### src/rtl/monitor_estados.sv
// Observes a 4-bit state stream, measures per-state dwell time and queues {state, dwell} records
// in a FWFT FIFO. Optional watchdog (stuck flag) enabled by defining MON_WATCHDOG_EN.
module monitor_estados #(
  parameter int unsigned DEPTH  = 8,
  parameter int unsigned CNT_W  = 12,
  parameter int unsigned WD_MAX = 200
) (
  input  logic                    clk,
  input  logic                    rst,
  input  logic [3:0]              state_in,
  input  logic                    clr_ovf,
  input  logic                    rd_ready,
  output logic                    rd_valid,
  output logic [4+CNT_W-1:0]      rd_data,
  output logic [$clog2(DEPTH):0]  level,
  output logic                    ovf,
  output logic                    stuck
);

  localparam int unsigned PtrW = $clog2(DEPTH);
  localparam int unsigned LvlW = PtrW + 1;
  localparam int unsigned RecW = 4 + CNT_W;

  if ((DEPTH < 2) || ((DEPTH & (DEPTH - 1)) != 0) || (WD_MAX == 0)) begin : g_param_err
    $error("monitor_estados: DEPTH must be a power of two >= 2 and WD_MAX nonzero");
  end

  logic                 armed_q, armed_d;
  logic [3:0]           s_q, s_d;
  logic [CNT_W-1:0]     dwell_q, dwell_d;
  logic [RecW-1:0]      mem_q [DEPTH];
  logic [PtrW-1:0]      wr_ptr_q, rd_ptr_q;
  logic [LvlW-1:0]      cnt_q, cnt_d;
  logic                 ovf_q, ovf_d;

  logic push, pop, full, empty, wr_en, drop;

  always_comb begin
    push  = armed_q && (state_in != s_q);
    empty = (cnt_q == '0);
    full  = (cnt_q == LvlW'(DEPTH));
    pop   = !empty && rd_ready;
    // A simultaneous pop frees the slot, so a push into a full FIFO still lands.
    wr_en = push && (!full || pop);
    drop  = push && full && !pop;
  end

  always_comb begin
    armed_d = armed_q;
    s_d     = s_q;
    dwell_d = dwell_q;
    if (!armed_q) begin
      armed_d = 1'b1;
      s_d     = state_in;
      dwell_d = CNT_W'(1);
    end else if (push) begin
      s_d     = state_in;
      dwell_d = CNT_W'(1);
    end else if (dwell_q != '1) begin
      dwell_d = dwell_q + 1'b1;
    end
  end

  always_comb begin
    cnt_d = cnt_q;
    unique case ({wr_en, pop})
      2'b10:   cnt_d = cnt_q + 1'b1;
      2'b01:   cnt_d = cnt_q - 1'b1;
      default: cnt_d = cnt_q;
    endcase
    ovf_d = ovf_q;
    if (drop) begin
      ovf_d = 1'b1;
    end else if (clr_ovf) begin
      ovf_d = 1'b0;
    end
  end

  always_ff @(posedge clk or posedge rst) begin
    if (rst) begin
      armed_q  <= 1'b0;
      s_q      <= '0;
      dwell_q  <= '0;
      wr_ptr_q <= '0;
      rd_ptr_q <= '0;
      cnt_q    <= '0;
      ovf_q    <= 1'b0;
    end else begin
      armed_q <= armed_d;
      s_q     <= s_d;
      dwell_q <= dwell_d;
      cnt_q   <= cnt_d;
      ovf_q   <= ovf_d;
      if (wr_en) begin
        wr_ptr_q <= wr_ptr_q + 1'b1;
      end
      if (pop) begin
        rd_ptr_q <= rd_ptr_q + 1'b1;
      end
    end
  end

  // Storage is cleared on reset so rd_data reads zero until the first record.
  always_ff @(posedge clk or posedge rst) begin
    if (rst) begin
      for (int i = 0; i < int'(DEPTH); i++) begin
        mem_q[i] <= '0;
      end
    end else if (wr_en) begin
      mem_q[wr_ptr_q] <= {s_q, dwell_q};
    end
  end

  assign rd_valid = !empty;
  assign rd_data  = mem_q[rd_ptr_q];
  assign level    = cnt_q;
  assign ovf      = ovf_q;

`ifdef MON_WATCHDOG_EN
  localparam logic [CNT_W:0] WdLimit = (CNT_W + 1)'(WD_MAX);

  logic             stuck_q, stuck_d;
  logic [CNT_W:0]   dwell_inc;

  always_comb begin
    dwell_inc = {1'b0, dwell_q} + 1'b1;
    stuck_d   = stuck_q;
    if (push) begin
      stuck_d = 1'b0;
    end else if (armed_q && (dwell_inc >= WdLimit)) begin
      stuck_d = 1'b1;
    end
  end

  always_ff @(posedge clk or posedge rst) begin
    if (rst) begin
      stuck_q <= 1'b0;
    end else begin
      stuck_q <= stuck_d;
    end
  end

  assign stuck = stuck_q;
`else
  assign stuck = 1'b0;
`endif

endmodule
### config.mk
export PLATFORM = sky130hd
export DESIGN_NAME = monitor_estados
export DESIGN_NICKNAME = d
export VERILOG_FILES = /design/src/rtl/monitor_estados.sv
export SDC_FILE = /design/constraint.sdc
export NUM_CORES = 1
export LEC_CHECK = 0
export BUFFER_PORTS_ARGS = -buffer_cell sky130_fd_sc_hd__buf_4
export CAP_MARGIN = 5
export CORE_UTILIZATION = 55
export CTS_BUF_LIST = sky130_fd_sc_hd__clkbuf_8 sky130_fd_sc_hd__clkbuf_16
export DETAILED_ROUTE_END_ITERATION = 8
export PLACE_DENSITY = 0.71
export SLEW_MARGIN = 20
export SYNTH_ARGS = -nofsm -noshare
export SYNTH_HDL_FRONTEND = slang
export SYNTH_SLANG_ARGS = --single-unit
### constraint.sdc
create_clock -name clk -period 6.55 [get_ports clk]
set_input_delay 1.31 -clock clk [delete_from_list [all_inputs] [get_ports clk]]
set_output_delay 1.31 -clock clk [all_outputs]
set_load 0.01 [all_outputs]
* After elaboration in Yosys (flattened, before gate mapping)
Index checks and enable logic that the tools add are counted.
** Storage, ports and cells
- Output and inout bits :: 23
- Input port bits :: 8
- Flip-flop bits (word level) :: 156
- Logic and storage cells :: 59
** Cells by class
- Equality and inequality tests :: 7
- $lt $le $gt $ge :: 3
- Bitwise logic cells :: 2
- Add/subtract/negate cells :: 5
- Reduce and logical (&&, ||, !) cells :: 13
- Multiplexer cells :: 14
** Operators by type and width (number)
- $bwmux 128 :: 1
- $bmux 16 s3 :: 1
- $demux 16 s3 :: 1
- $mux 16 :: 3
- $mux 12 :: 3
- $add 12x1->12 const B :: 1
- $ne 12x12->1 const B :: 1
- $ge 4x4->1 const B :: 2
- $mux 4 :: 2
- $not 3->4 :: 2
- $pmux 4 s2 :: 1
- $add 3x1->3 const B :: 2
- $logic_and 1x1->1 :: 6
- $add 4x1->4 const B :: 1
- $eq 4x4->1 const B :: 1
- $logic_not 4->1 :: 1
- $lt 4x1->1 const B :: 1
- $ne 4x4->1 :: 1
- $reduce_bool 2->1 :: 2
- $sub 4x1->4 const B :: 1
- $logic_not 1->1 :: 3
- $ne 3x1->1 const B :: 1
- $eq 2x1->1 const B :: 1
- $eq 2x2->1 const B :: 1
- other kinds (3) :: 4

* Logic depth before layout (Yosys ltp)
Gate-level depths: netlist of run 1.
- Depth in word-level cells :: 7
- Mapped depth :: 12

* Worst setup path after synthesis of run 1
Ideal clock, no wire load.
- Path kind :: input to register
- Start :: input port state_in[3]
- End :: register cnt_q[2] (netlist: level[2])
- Path buffers :: 1
- Arrival :: 2.984 ns
- Path slack :: 3.435 ns
- Stages on the path :: 11
- Cells stage by stage :: xnor2_2 -> nand4_4 -> buf_12 -> nand3_1 -> ha_1 -> xor2_1 -> ha_1 -> a21oi_1 -> xor2_1 -> nor2_1 -> xor2_1
** Between the ends
- Longest elaborated chain between the ends :: 5
- Elaborated cells between the ends (all ways) :: 7
** Ends and longest elaborated chain
- start, declared :: RTL line 10 : input logic [3:0] state_in,
- $ne 4x4->1 * :: RTL line 39 : push = armed_q && (state_in != s_q);
- $logic_and 1x1->1 * :: RTL line 39
- $logic_and 1x1->1 * :: RTL line 44 : wr_en = push && (!full || pop);
- $eq 2x1->1 or $eq 2x2->1 (tied branches) :: RTL line 66 : unique case ({wr_en, pop})
- $pmux 4 s2 or $reduce_bool 2->1 (tied branches)
- end signal, assigned :: RTL line 92 : cnt_q <= cnt_d;
- end, declared :: RTL line 33 : logic [LvlW-1:0] cnt_q, cnt_d;
Mark *: on every way between the ends. The rest lies on a longest branch, timed or not.
A chain may end at the register's enable or synchronous reset.

* Final worst setup path of run 1
- Start :: register rd_ptr_q[0]
- End :: output port rd_data[8]
** Between the ends
- Longest elaborated chain between the ends :: 4
** Ends and longest elaborated chain
- start, declared :: RTL line 32 : logic [PtrW-1:0] wr_ptr_q, rd_ptr_q;
- start signal, assigned :: RTL line 98 : rd_ptr_q <= rd_ptr_q + 1'b1;
- $not 3->4 (implied by the code) :: RTL line 115 : assign rd_data = mem_q[rd_ptr_q];
- $bmux 16 s3 :: RTL line 115
- $mux 16 (implied by the code) (2 in series) :: RTL line 115
- end, declared :: RTL line 14 : output logic [4+CNT_W-1:0] rd_data,
Every way passes these cells. The select of a mux whose other input is x is not followed.

==> results of run 1 <==
power breakdown:
group	leakage, nW	switching (W)	internal (W)	total, W
Clock	0.298	0.000371	0.000592	0.000963
Sequential	2.04	0.000202	0.00113	0.00133
Combinational	1.63	0.000352	0.000514	0.000866
layout by cell type (no fill, tap or decap), types with 7 or more instances in the layout:
cell / instances
buf_4: 32
clkbuf_16: 17
dfrtp_1: 155
inv_1: 7
mux2_2: 87
mux2_4: 60
mux4_2: 32
nand3_1: 8
nor2_1: 11
worst reg2reg max path, stage by stage (launching register included):
cell,delay [ns]
dfrtp_1,0.48
xnor2_2,0.27
nand4_4,0.36
nand3_1,0.39
ha_1,0.33
xor2_1,0.11
ha_1,0.18
a21oi_1,0.14
xor2_1,0.16
nor2_1,0.06
xor2_1,0.14
stage by stage:
step                      area, sq um  hold WS, ns  worst slack, ns  power, W
after floorplan                  7700        0.474             1.03   0.00199
after global placement           7890        0.483             3.03   0.00219
after detailed placement         7890        0.487             2.95   0.00222
after CTS                        8470        0.500             2.55   0.00319
after global routing             8480        0.508             2.43   0.00331
final                            8480        0.498             2.61   0.00316
per-layer routing:
metal	GRT usage	wire [microns]	part of all wire
met1	0.305	6760	0.48
met2	0.338	6980	0.49
met3	0.0538	356	0.025
met4	0.0710	133	0.0094
met5	0	0	0
worst max path at each step:
stage | to | slack [ns] | cells after the start
6_report | rd_data[8] | 2.61 | 4
3_5_place_dp | level[2] | 2.95 | 11
5_1_grt | rd_data[8] | 2.43 | 4
3_3_place_gp | level[2] | 3.03 | 11
2_1_floorplan | armed_q | 1.03 | 1
4_1_cts | rd_data[8] | 2.55 | 4
area by class of cell:
cell class / instances / area (sq um) / area share
Multi-Input combinational cell: 285 / 3510 / 0.414
Timing Repair Buffer: 32 / 240 / 0.0283
Clock inverter: 10 / 98.8 / 0.0117
Inverter: 5 / 23.8 / 0.00280
Tap cell: 176 / 220 / 0.0260
Sequential cell: 156 / 3910 / 0.461
Clock buffer: 21 / 480 / 0.0567
sequential cells by signal, indices dropped and copies added (netlist names):
name	cells
level	4
dwell_q	12
armed_q	1
s_q	4
wr_ptr_q	3
ovf	1
rd_ptr_q	3
mem_q	128
kinds of logic after synthesis:
| group | Yosys count |
|---|---|
| compound gates | 15 |
| xor+xnor | 14 |
| fa+ha+maj | 6 |
| buf+inv | 48 |
| flops | 156 |
| mux | 180 |
| other cells | 2 |
| simple gates | 68 |
==> results_dict.tcl, run 1 <==
set metrics [dict create \
    slew_viol_final 0 \
    htree_levels 4 \
    synth_ff_type "dfrtp_1" \
    yosys_warnings 0 \
    synth.largest_area_cell "dfrtp_1" \
    tritoncts "done" \
    grt_pass1_vias 4268 \
    fin_nets 511 \
    fill_cells 1016 \
    cp-end-kind "output pin" \
    drt_iter0_markers 176 \
    clockBufferDepth 2 \
    hold_path_depth 1 \
    wl_per_cell_microns 20.8 \
    io_buffers 29 \
    p_leak_nw 3.97 \
    hold_viol_final 0 \
    syn-num-nets 503 \
    fin_cells 685 \
    synth-compound-area-share 0.0128 \
    clk_latency_ns 0.43 \
    crit_fanout 20 \
    grt_usage 0.218 \
    ys_seq_area_frac 0.507 \
    dpl.cell_count 654 \
    regToRegSetupSlack_ns 3.81 \
    min-delay-start "mem_q[91]" \
    chipWidth_microns 120 \
    numClockSinks 156 \
    crit_family "multiplexers" \
    gp_congestion 0.717 \
    slowest_stage "dfrtp_2" \
    p_per_area_nw_per_um2 373 \
    hpwl_microns 8290 \
    pin_count 31 \
    syn_avg_cell_area_sq_um 15.7 \
    crit_path_frequent_cell "buf_4" \
    cts_buffers 17 \
    synthCells 489 \
    ys_async_sr_fraction 1.00 \
    max_stage_delay_ns 0.70 \
    synth_area_sq_um 7700 \
    globalRoute.totalOverflow 0 \
    setup-violations-final 0 \
    synth_edf_count 0 \
    ys_types 45 \
    core_sq_um 13500 \
    ant_nets 0 \
    antenna_cells 0 \
    synth.most_common_cell "dfrtp_1" \
    cp_num_buf_inv 2 \
    post-route-drc-count 0 \
    grt_first_pass_wirelength_microns 23300 \
    maxClockFrequency_mhz 254 \
    viasPerCell 5.89 \
    ys_ff_latch 156 \
    die_h_microns 120 \
    synth-simple-area-share 0.0723 \
    yosys-mux-area-fraction 0.339 \
    cts_setup_buffers 0 \
    num_rows 42 \
    skew_ns 0.00938 \
    synth_top_area_frac 0.507 \
    period_minus_slack_ns 3.94 \
    ys_top_cells_by_count "dfrtp_1 (156), mux2_2 (87), mux2_4 (60), mux4_2 (32), clkbuf_1 (22)" \
    crit_start "rd_ptr_q[0]" \
    hold_path_end "mem_q[91]" \
    crit_type "register to output pin" \
    reg2regPathDepth 10 \
    area_delta_synth_final_pct 10.1 \
    cp_cell_sequence "buf_4, mux4_2, mux2_2, buf_4" \
    antenna_found_initial 0 \
    drt-pass1-iter-count 4 \
    grt_max_degree 88 \
    tightestPinTransition_ns 1.03 \
    drv_cap 0 \
    cts_hold_buf 0 \
    status "finished, final reports clean" \
    clk_pin_slew_ns 0.06 \
    dieArea_sq_um 14500 \
    num_vias 4032 \
    synth_top_family_by_area "multiplexers" \
    timing.rr.end "level[2]" \
    start_kind "register" \
    r2r-start "s_q[1]" \
    cts-root-buf "clkbuf_16" \
    hp-class "register to register" \
    post_route_cells_drive_above_1_share 0.519 \
    wl_microns 14200 \
    required_ns 5.24 \
    max_slew_margin 0.313 \
    ir_drop_mv 0.214 \
    initial_core_util 0.572 \
    arrival_ns 2.63 \
    fin_util 0.630 \
    post-route-period-util 0.602 \
    fin_tns_setup_ns 0 \
    rsz0062_at_grt "false" \
    ys_top_cells_by_area "dfrtp_1 (51%), mux2_2 (13%), mux2_4 (12%)" \
    synth_fa_ha_area_frac 0.00975 \
    ctsResizeCount 0 \
    synth-xor-area-share 0.0198 \
]
Note: power is estimated with default switching activity, not from simulation.
==> run 2: changes to the inputs <==
Settings changed: PLACE_DENSITY 0.71 to 0.74.
Clock period 6.55 ns to 3.3 ns, I/O delays scaled along.
==> results_dict.tcl, run 2 (synthesized netlist as in run 1, its figures left out) <==
set metrics [dict create \
    hp-class "input pin to register" \
    status "finished, final reports clean" \
    io_buffers 29 \
    grt_pass1_vias 4457 \
    globalRoute.totalOverflow 0 \
    required_ns 2.64 \
    numClockSinks 156 \
    post-route-drc-count 0 \
    htree_levels 4 \
    chipWidth_microns 120 \
    reg.largest.list "mem_q x128, dwell_q x12" \
    design_area_sq_um 8480 \
    drv_cap 0 \
    arrival_ns 2.34 \
    ir_drop_mv 0.546 \
    initial_core_util 0.572 \
    placed_area_sq_um 7960 \
    hpwl_microns 8460 \
    max_slew_margin 0.419 \
    wl_per_cell_microns 21.0 \
    clk_latency_ns 0.42 \
    multi_input_area_sq_um 3500 \
    gp_congestion 0.789 \
    num_rows 42 \
    fill_cells 964 \
    grt_max_degree 157 \
    rsz0062_at_grt "false" \
    cts_buffers 17 \
    clk_pin_slew_ns 0.06 \
    skew_ns 0.00861 \
    dieArea_sq_um 14500 \
    cts_setup_buffers 0 \
    viasPerCell 5.92 \
    final_cell_mix "dfrtp_1 (155), mux2_2 (87), mux2_4 (60), buf_4 (33), mux4_2 (32)" \
    clockBufferDepth 2 \
    fin_tns_setup_ns 0 \
    fin_ws_ns 0.297 \
    grt_first_pass_wirelength_microns 24100 \
    crit_fanout 13 \
    seq_area_sq_um 3910 \
    cp_num_buf_inv 2 \
    ctsResizeCount 0 \
    fin_util 0.630 \
    wl_microns 14400 \
    pin_count 31 \
    antenna_found_initial 0 \
    cp-end-kind "output pin" \
    drt-pass1-iter-count 4 \
    post_route_cells_drive_above_1_share 0.508 \
    largest_reg_flops 128 \
    crit_type "register to output pin" \
    maxClockFrequency_mhz 333 \
    ant_nets 0 \
    total_power_w 0.00619 \
    max_stage_delay_ns 0.69 \
    num_vias 4076 \
    cts_hold_buf 0 \
    dp_slack_ns 0.563 \
    period_minus_slack_ns 3.00 \
    final_common_cell "dfrtp_1" \
    slew_viol_final 0 \
    grt_usage 0.224 \
    post-route-period-util 0.910 \
    setup-violations-final 0 \
    die_h_microns 120 \
    largest-register "mem_q" \
    tightestPinTransition_ns 0.872 \
    tritoncts "done" \
    core_sq_um 13500 \
    area_delta_synth_final_pct 10.1 \
    start_kind "register" \
    antenna_cells 0 \
    cts-root-buf "clkbuf_16" \
    p_leak_nw 3.99 \
    cp_cell_sequence "buf_12, mux4_2, mux2_2, buf_4" \
    drt_iter0_markers 249 \
    fin_nets 515 \
    p_per_area_nw_per_um2 730 \
    slowest_stage "dfrtp_2" \
    crit_family "multiplexers" \
    hold_viol_final 0 \
]
## run 2: cell count changes in the layout (fill, tap and decap cells not counted), sizes merged
cell,delta
buf,+4
clkinv,-3
inv,+5
bufinv,-1
clkbuf,-2
## run 2: layout make-up
type | count | area share
clock buffer | 19 | 0.0534
timing repair buffer | 36 | 0.0363
inverter | 5 | 0.00266
sequential | 156 | 0.461
tap | 176 | 0.0260
multi-input combinational | 285 | 0.413
clock inverter | 11 | 0.00812
## run 2: power by group
| part | switching [W] | internal [W] | total, W |
|---|---|---|---|
| logic | 0.000811 | 0.00107 | 0.00188 |
| clock network | 0.000703 | 0.00104 | 0.00174 |
| registers | 0.000316 | 0.00225 | 0.00257 |
| total | 0.00183 | 0.00436 | 0.00619 |
## run 2: stage by stage
| stage | std cells | hold WS (ns) |
|---|---|---|
| after detailed placement | 658 | 0.487 |
| final | 688 | 0.373 |
| after global placement | 658 | 0.482 |
| after floorplan | 489 | 0.474 |
| after global routing | 688 | 0.355 |
| after CTS | 688 | 0.360 |
## run 2: layer usage
metal  vias to the layer above  global-route usage  part of all wire
met5                         -                   0                 0
met4                         0              0.0810             0.019
met3                        27              0.0528             0.030
met2                        74               0.350              0.48
met1                      2161               0.307              0.47
li1                       1814                   -                 -
## run 2: final timing paths
check	startpoint	end	slack, ns	depth (start not counted)
worst min-delay path	state_in[3]	s_q[3]	0.37	1
max in group asynchronous	rst	rd_ptr_q[0]	2.11	3
worst min register to register	mem_q[23]	mem_q[23]	0.50	1
worst max register to register	level[1]	level[2]	0.79	10
worst max-delay path	rd_ptr_q[0]	rd_data[8]	0.30	4
min in group asynchronous	rst	mem_q[1]	0.44	3
